===== config.mk =====
export PLATFORM = sky130hd
export DESIGN_NAME = main_control_fsm
export DESIGN_NICKNAME = d
export VERILOG_FILES = /design/src/rtl/control_pkg.sv /design/src/rtl/instr_counter.sv /design/src/rtl/main_control_fsm.sv
export SDC_FILE = /design/constraint.sdc
export NUM_CORES = 1
export LEC_CHECK = 0
export BUFFER_PORTS_ARGS = -buffer_cell sky130_fd_sc_hd__buf_2
export CORE_ASPECT_RATIO = 0.7
export CORE_MARGIN = 4
export CORE_UTILIZATION = 45
export CTS_CLUSTER_SIZE = 24
export DETAILED_ROUTE_END_ITERATION = 7
export PLACE_DENSITY = 0.74
export SLEW_MARGIN = 20
export SYNTH_ARGS = -nofsm -noshare
export SYNTH_HDL_FRONTEND = slang
export SYNTH_HIERARCHICAL = 1
export SYNTH_SLANG_ARGS = --single-unit

===== constraint.sdc =====
create_clock -name clk -period 8.36 [get_ports clk]
set_input_delay 0.836 -clock clk [delete_from_list [all_inputs] [get_ports clk]]
set_output_delay 0.836 -clock clk [all_outputs]
set_load 0.05 [all_outputs]

===== src/rtl/control_pkg.sv =====
// control_pkg: shared encodings for the multi-cycle main control unit.
// Optional build macro CONTROL_FSM_ILLEGAL_TRAP_EN adds the TRAP state and
// makes the illegal_op flag live; without it TRAP does not exist.
package control_pkg;

    typedef enum logic [3:0] {
        FETCH     = 4'd0,
        DECODE    = 4'd1,
        MEM_ADDR  = 4'd2,
        MEM_READ  = 4'd3,
        MEM_WB    = 4'd4,
        MEM_WRITE = 4'd5,
        EXECUTE   = 4'd6,
        ALU_WB    = 4'd7,
        BRANCH    = 4'd8,
        ADDI_EX   = 4'd9,
        ADDI_WB   = 4'd10,
        JUMP      = 4'd11
`ifdef CONTROL_FSM_ILLEGAL_TRAP_EN
        , TRAP    = 4'd12
`endif
    } state_t;

    localparam logic [3:0] OP_RTYPE = 4'b0000;
    localparam logic [3:0] OP_LW    = 4'b0001;
    localparam logic [3:0] OP_SW    = 4'b0010;
    localparam logic [3:0] OP_BEQ   = 4'b0011;
    localparam logic [3:0] OP_ADDI  = 4'b0100;
    localparam logic [3:0] OP_J     = 4'b0101;

    localparam logic [1:0] ALU_ADD   = 2'b00;
    localparam logic [1:0] ALU_SUB   = 2'b01;
    localparam logic [1:0] ALU_FUNCT = 2'b10;

    localparam logic [1:0] SRC_B_REG = 2'b00;
    localparam logic [1:0] SRC_B_ONE = 2'b01;
    localparam logic [1:0] SRC_B_IMM = 2'b10;
    localparam logic [1:0] SRC_B_BR  = 2'b11;

    localparam logic [1:0] PC_SRC_ALU    = 2'b00;
    localparam logic [1:0] PC_SRC_ALUOUT = 2'b01;
    localparam logic [1:0] PC_SRC_JUMP   = 2'b10;

    typedef struct packed {
        logic       pc_write;
        logic       pc_write_cond;
        logic       ir_write;
        logic       mem_read;
        logic       mem_write;
        logic       reg_write;
        logic       i_or_d;
        logic       mem_to_reg;
        logic       reg_dst;
        logic       alu_src_a;
        logic [1:0] alu_src_b;
        logic [1:0] pc_source;
        logic [1:0] alu_op;
        logic       instr_done;
        logic       illegal_op;
    } ctrl_t;

    // Moore decode of a state; mem_ready only qualifies the FETCH strobes
    // and the retire pulse of a store.
    function automatic ctrl_t state_outputs(input state_t state, input logic mem_ready);
        ctrl_t c;
        c = '0;
        case (state)
            FETCH: begin
                c.mem_read  = 1'b1;
                c.alu_src_b = SRC_B_ONE;
                c.alu_op    = ALU_ADD;
                c.ir_write  = mem_ready;
                c.pc_write  = mem_ready;
            end
            DECODE: begin
                c.alu_src_b = SRC_B_BR;
                c.alu_op    = ALU_ADD;
            end
            MEM_ADDR: begin
                c.alu_src_a = 1'b1;
                c.alu_src_b = SRC_B_IMM;
                c.alu_op    = ALU_ADD;
            end
            MEM_READ: begin
                c.mem_read = 1'b1;
                c.i_or_d   = 1'b1;
            end
            MEM_WB: begin
                c.reg_write  = 1'b1;
                c.mem_to_reg = 1'b1;
                c.instr_done = 1'b1;
            end
            MEM_WRITE: begin
                c.mem_write  = 1'b1;
                c.i_or_d     = 1'b1;
                c.instr_done = mem_ready;
            end
            EXECUTE: begin
                c.alu_src_a = 1'b1;
                c.alu_src_b = SRC_B_REG;
                c.alu_op    = ALU_FUNCT;
            end
            ALU_WB: begin
                c.reg_write  = 1'b1;
                c.reg_dst    = 1'b1;
                c.instr_done = 1'b1;
            end
            BRANCH: begin
                c.alu_src_a     = 1'b1;
                c.alu_op        = ALU_SUB;
                c.pc_write_cond = 1'b1;
                c.pc_source     = PC_SRC_ALUOUT;
                c.instr_done    = 1'b1;
            end
            ADDI_EX: begin
                c.alu_src_a = 1'b1;
                c.alu_src_b = SRC_B_IMM;
                c.alu_op    = ALU_ADD;
            end
            ADDI_WB: begin
                c.reg_write  = 1'b1;
                c.instr_done = 1'b1;
            end
            JUMP: begin
                c.pc_write   = 1'b1;
                c.pc_source  = PC_SRC_JUMP;
                c.instr_done = 1'b1;
            end
`ifdef CONTROL_FSM_ILLEGAL_TRAP_EN
            TRAP: begin
                c.illegal_op = 1'b1;
            end
`endif
            default: begin
            end
        endcase
        return c;
    endfunction

endpackage


===== src/rtl/instr_counter.sv =====
// instr_counter: wrapping retired-instruction counter, async active-high reset.
module instr_counter #(
    parameter int COUNT_W = 16
) (
    input  logic               clk,
    input  logic               reset,
    input  logic               inc_en_i,
    output logic [COUNT_W-1:0] count_o
);

    logic [COUNT_W-1:0] count_q;
    logic [COUNT_W-1:0] count_d;

    // Increment on enable; all-ones rolls over to zero silently.
    always_comb begin
        count_d = inc_en_i ? count_q + COUNT_W'(1) : count_q;
    end

    // Count register.
    always_ff @(posedge clk or posedge reset) begin
        if (reset) begin
            count_q <= '0;
        end else begin
            count_q <= count_d;
        end
    end

    assign count_o = count_q;

endmodule


===== src/rtl/main_control_fsm.sv =====
// main_control_fsm: multi-cycle control unit for the 16-bit datapath; drives
// alu_op toward ALUControl plus every datapath enable and mux select.
// Build macro CONTROL_FSM_ILLEGAL_TRAP_EN: illegal opcodes lock into TRAP
// with illegal_op=1; otherwise they retire nothing and return to FETCH.
//
// state     | meaning
// ----------+------------------------------------------------------
// FETCH     | read instruction, PC+1; waits for mem_ready
// DECODE    | decode opcode, precompute branch target
// MEM_ADDR  | effective address for LW/SW
// MEM_READ  | data read; waits for mem_ready
// MEM_WB    | load result to register file (retire)
// MEM_WRITE | data write; retires on mem_ready
// EXECUTE   | R-type ALU operation
// ALU_WB    | R-type result to rd (retire)
// BRANCH    | compare and conditional PC update (retire)
// ADDI_EX   | register + immediate
// ADDI_WB   | ADDI result to rt (retire)
// JUMP      | PC <- jump target (retire)
// TRAP      | illegal opcode lock-up until reset (macro build only)
module main_control_fsm
    import control_pkg::*;
#(
    parameter int OPCODE_W = 4,
    parameter int COUNT_W  = 16
) (
    input  logic                clk,
    input  logic                reset,
    input  logic [OPCODE_W-1:0] opcode,
    input  logic                mem_ready,
    output logic                pc_write,
    output logic                pc_write_cond,
    output logic                ir_write,
    output logic                mem_read,
    output logic                mem_write,
    output logic                reg_write,
    output logic                i_or_d,
    output logic                mem_to_reg,
    output logic                reg_dst,
    output logic                alu_src_a,
    output logic [1:0]          alu_src_b,
    output logic [1:0]          pc_source,
    output logic [1:0]          alu_op,
    output logic                instr_done,
    output logic [COUNT_W-1:0]  instr_count,
    output logic                illegal_op
);

`ifdef CONTROL_FSM_ILLEGAL_TRAP_EN
    localparam state_t ILLEGAL_NEXT = TRAP;
`else
    localparam state_t ILLEGAL_NEXT = FETCH;
`endif

    state_t state_q;
    state_t state_d;
    ctrl_t  ctrl;

    // Next-state logic; opcode is only looked at in DECODE and MEM_ADDR.
    always_comb begin
        state_d = state_q;
        case (state_q)
            FETCH:     if (mem_ready) state_d = DECODE;
            DECODE: begin
                if (opcode == OPCODE_W'(OP_RTYPE))
                    state_d = EXECUTE;
                else if (opcode == OPCODE_W'(OP_LW) || opcode == OPCODE_W'(OP_SW))
                    state_d = MEM_ADDR;
                else if (opcode == OPCODE_W'(OP_BEQ))
                    state_d = BRANCH;
                else if (opcode == OPCODE_W'(OP_ADDI))
                    state_d = ADDI_EX;
                else if (opcode == OPCODE_W'(OP_J))
                    state_d = JUMP;
                else
                    state_d = ILLEGAL_NEXT;
            end
            MEM_ADDR:  state_d = (opcode == OPCODE_W'(OP_SW)) ? MEM_WRITE : MEM_READ;
            MEM_READ:  if (mem_ready) state_d = MEM_WB;
            MEM_WRITE: if (mem_ready) state_d = FETCH;
            EXECUTE:   state_d = ALU_WB;
            ADDI_EX:   state_d = ADDI_WB;
            MEM_WB,
            ALU_WB,
            ADDI_WB,
            BRANCH,
            JUMP:      state_d = FETCH;
`ifdef CONTROL_FSM_ILLEGAL_TRAP_EN
            TRAP:      state_d = TRAP;
`endif
            default:   state_d = FETCH;
        endcase
    end

    // State register; reset aborts any instruction in flight.
    always_ff @(posedge clk or posedge reset) begin
        if (reset) begin
            state_q <= FETCH;
        end else begin
            state_q <= state_d;
        end
    end

    // Outputs are forced low for the whole time reset is high so no strobe
    // (including FETCH's mem_read) can leak out while the datapath resets.
    assign ctrl = reset ? '0 : state_outputs(state_q, mem_ready);

    assign pc_write      = ctrl.pc_write;
    assign pc_write_cond = ctrl.pc_write_cond;
    assign ir_write      = ctrl.ir_write;
    assign mem_read      = ctrl.mem_read;
    assign mem_write     = ctrl.mem_write;
    assign reg_write     = ctrl.reg_write;
    assign i_or_d        = ctrl.i_or_d;
    assign mem_to_reg    = ctrl.mem_to_reg;
    assign reg_dst       = ctrl.reg_dst;
    assign alu_src_a     = ctrl.alu_src_a;
    assign alu_src_b     = ctrl.alu_src_b;
    assign pc_source     = ctrl.pc_source;
    assign alu_op        = ctrl.alu_op;
    assign instr_done    = ctrl.instr_done;
    assign illegal_op    = ctrl.illegal_op;

    instr_counter #(
        .COUNT_W (COUNT_W)
    ) u_instr_counter (
        .clk      (clk),
        .reset    (reset),
        .inc_en_i (ctrl.instr_done),
        .count_o  (instr_count)
    );

endmodule

==> results.sh <==
export IMPL_min_delay_worst_endpoint="u_instr_counter/count_o[15]"
export IMPL_place_port_buffers=39
export IMPL_critPathSlowestCell="sky130_fd_sc_hd__a2111oi_2"
export IMPL_floorplan_initialDensity=0.487
export IMPL_crit_path_cell_trace="nand2b_1, nand2b_1, a2111oi_2, buf_2"
export IMPL_worst_slew_pin_transition_ns=0.925
export IMPL_grt_max_degree=21
export IMPL_final_hold_worst_slack_ns=0.468
export IMPL_worst_ep_arrival_time_ns=2.54
export IMPL_postCtsHoldBufs=0
export IMPL_drv_max_cap_violation_count=0
export IMPL_clkLatencyLatePin_ns=0.25
export IMPL_hold_path_class="flip-flop to flip-flop"
export IMPL_worstPathRequired_ns=7.52
export IMPL_reg2reg_setup_slack_ns=5.40
export IMPL_dpl_instance_area_um2=1440
export IMPL_finalSetupViolations=0
export IMPL_timing_max_slew_rel_slack=0.382
export IMPL_critical_path_max_stage_delay_ns=0.87
export IMPL_clock_sinks=20
export IMPL_h_tree_depth=1
export IMPL_cts_clk_slew_worst_paths_ns=0.07
export IMPL_period_needed_ns=3.38
export IMPL_postSynthAreaPerCell_um2=9.48
export IMPL_ys_async_sr_fraction=1.00
export IMPL_detail_route_vias_per_cell=5.39
export IMPL_synth_cell_type_count=41
export IMPL_crit_type="flip-flop to output pin"
export IMPL_leakagePower_nw=0.749
export IMPL_dieHeight_um=52.0
export IMPL_gpl_final_weighted_congestion=0.843
export IMPL_post_drt_wl_per_cell_um=14.2
export IMPL_syn_inst=131
export IMPL_post_detail_place_hpwl_um=2150
export IMPL_grt_first_pass_wirelength_um=4620
export IMPL_global_route_overflow=0
export IMPL_antenna_found_initial=0
export IMPL_setup_ws_ns=4.98
export IMPL_setup_repair_after_global_routing_missed_its_margin="false"
export IMPL_firstDrtPassIters=4
export IMPL_worst_path_max_fanout=15
export IMPL_postRouteWirelength_um=2830
export IMPL_n_antenna_cell=0
export IMPL_synth_area_um2=1240
export IMPL_cts_made_buffers=3
export IMPL_die_width_um=70.8
export IMPL_regToRegEndpoint="u_instr_counter/count_o[13]"
export IMPL_maxSlewViolCount=0
export IMPL_multi_input_comb_area_um2=688
export IMPL_fp_dieArea_um2=3680
export IMPL_powerDensity_nw_per_um2=283
export IMPL_detailedPlace_worstSlack_ns=5.27
export IMPL_layout_cells_non_filler=199
export IMPL_post_route_period_util=0.404
export IMPL_critical_path_startpoint_type="flip-flop"
export IMPL_synthToLayoutAreaGrowth_pct=20.4
export IMPL_outcome="completed"
export IMPL_clock_skew_ns=0.00189
export IMPL_core_um2=2550
export IMPL_final_antenna_net_count=0
export IMPL_final_layout_size_suffix_gt1_frac=0.303
export IMPL_synth_yosys_seq_area_share=0.403
export IMPL_synth_ff_latch_count=20
export IMPL_synth_yosys_warnings=6
export IMPL_post_cts_resized=0
export IMPL_layout_filler_cells=254
export IMPL_setup_worst_path_end_class="output pin"
export IMPL_final_hold_violation_count=0
export IMPL_top_level_ports=41
export IMPL_num_nets_final=174
export IMPL_regToRegStartpoint="state_q[1]"
export IMPL_first_drt_iteration_drcs=97
export IMPL_finish_instance_area_um2=1500
export IMPL_post_cts_setup_buffer_count=0
export IMPL_critical_path_top_cell_by_count="sky130_fd_sc_hd__nand2b_1"
export IMPL_ir_worst_vdd_v=0.000116
export IMPL_clock_fmax_ghz=0.296
export IMPL_placementRows=15
export IMPL_post_synth_net_total=139
export IMPL_dp_cells=195
export IMPL_cts_buffer_depth=2
export IMPL_tritoncts="built"
export IMPL_dominantRegCellSynth="sky130_fd_sc_hd__dfrtp_1"
export IMPL_number_of_global_route_vias_before_repair=991
export IMPL_drcViolationCount=0
export IMPL_seq_area_um2=500
export IMPL_clockRootBuffer="sky130_fd_sc_hd__clkbuf_8"
export IMPL_post_route_setup_tns_ns=0
export IMPL_worst_r2r_cell_count=7
export IMPL_worstHoldPathCells=1
export IMPL_hp_start="u_instr_counter/count_o[15]"
export IMPL_synth_edff_count=0
export IMPL_vias=1073
export IMPL_track_usage=0.161
export IMPL_final_cell_mix="39 x sky130_fd_sc_hd__buf_2, 20 x sky130_fd_sc_hd__dfrtp_1, 11 x sky130_fd_sc_hd__xnor2_1"
export IMPL_final_common_cell="sky130_fd_sc_hd__buf_2"
[worst max-delay path by stage]
stage / startpoint / to / slack, ns / cells past startpoint
2_1_floorplan: reset / u_instr_counter/count_o[13] / 2.53 / 6
4_1_cts: state_q[1] / instr_done / 4.98 / 4
3_3_place_gp: reset / instr_done / 5.33 / 3
3_5_place_dp: state_q[1] / instr_done / 5.27 / 4
6_report: state_q[1] / instr_done / 4.98 / 4
5_1_grt: state_q[1] / instr_done / 4.83 / 4
[worst max-delay path, delay by kind of cell (launching register included)]
| kind | cells | cell delay, ns |
|---|---|---|
| AND/OR/NAND/NOR | 2 | 0.41 |
| AO/OA/AOI/OAI | 1 | 0.87 |
| buffers and inverters | 1 | 0.40 |
| flip-flops | 1 | 0.60 |
[area by class of cell]
type,instances,area share
clock buffer,4,0.0368
inverter,4,0.0100
multi-input combinational,98,0.460
sequential,20,0.334
tap,34,0.0284
timing repair buffer,39,0.130
[logic make-up (layout without fill, tap and decap cells)]
logic type	after synthesis	in the layout	synth area share
xor+xnor	16	16	0.113
fa+ha+maj	1	1	0.0101
buf+inv	13	47	0.0483
compound gates	18	18	0.103
mux	2	2	0.0171
other cells	1	1	0.00302
simple gates	60	60	0.303
flops	20	20	0.403
[metal layers]
layer | GRT usage | wire, um | vias to the layer above
li1 | - | - | 532
met1 | 0.218 | 1370 | 510
met2 | 0.251 | 1260 | 29
met3 | 0.0521 | 184 | 2
met4 | 0.0406 | 14 | 0
met5 | 0 | 0 | -
[sequential cells by signal, indices dropped and copies added (netlist names)]
register and flops:
u_instr_counter/count_o 16, state_q 4
[cells in the mapped netlist (3+ instances only)]
cell type                   n  area, um^2
sky130_fd_sc_hd__dfrtp_1   20         500
sky130_fd_sc_hd__xnor2_1   11        96.3
sky130_fd_sc_hd__nor2_1    10        37.5
sky130_fd_sc_hd__nand2_1    9        33.8
sky130_fd_sc_hd__nand3_1    8        40.0
sky130_fd_sc_hd__nand2b_1   7        43.8
sky130_fd_sc_hd__a21oi_1    6        30.0
sky130_fd_sc_hd__xor2_1     5        43.8
sky130_fd_sc_hd__clkbuf_1   4        15.0
sky130_fd_sc_hd__inv_1      4        15.0
sky130_fd_sc_hd__buf_2      3        15.0
sky130_fd_sc_hd__nand3b_1   3        22.5
sky130_fd_sc_hd__nand4_1    3        18.8
sky130_fd_sc_hd__nor3_1     3        15.0
sky130_fd_sc_hd__nor4_1     3        18.8
[power by group]
part	total (W)	switching, W	internal (W)
logic	0.000198	0.000139	0.0000591
registers	0.000153	0.0000422	0.000111
clock network	0.0000718	0.0000299	0.0000419
total	0.000423	0.000211	0.000212
[per-stage QoR]
stage          power [W]   util
6_report        0.000423  0.586
3_5_place_dp    0.000352  0.565
2_1_floorplan   0.000307      -
3_3_place_gp    0.000346  0.565
4_1_cts         0.000425  0.586
5_1_grt         0.000446  0.586
(Power assumes the default switching activity.)
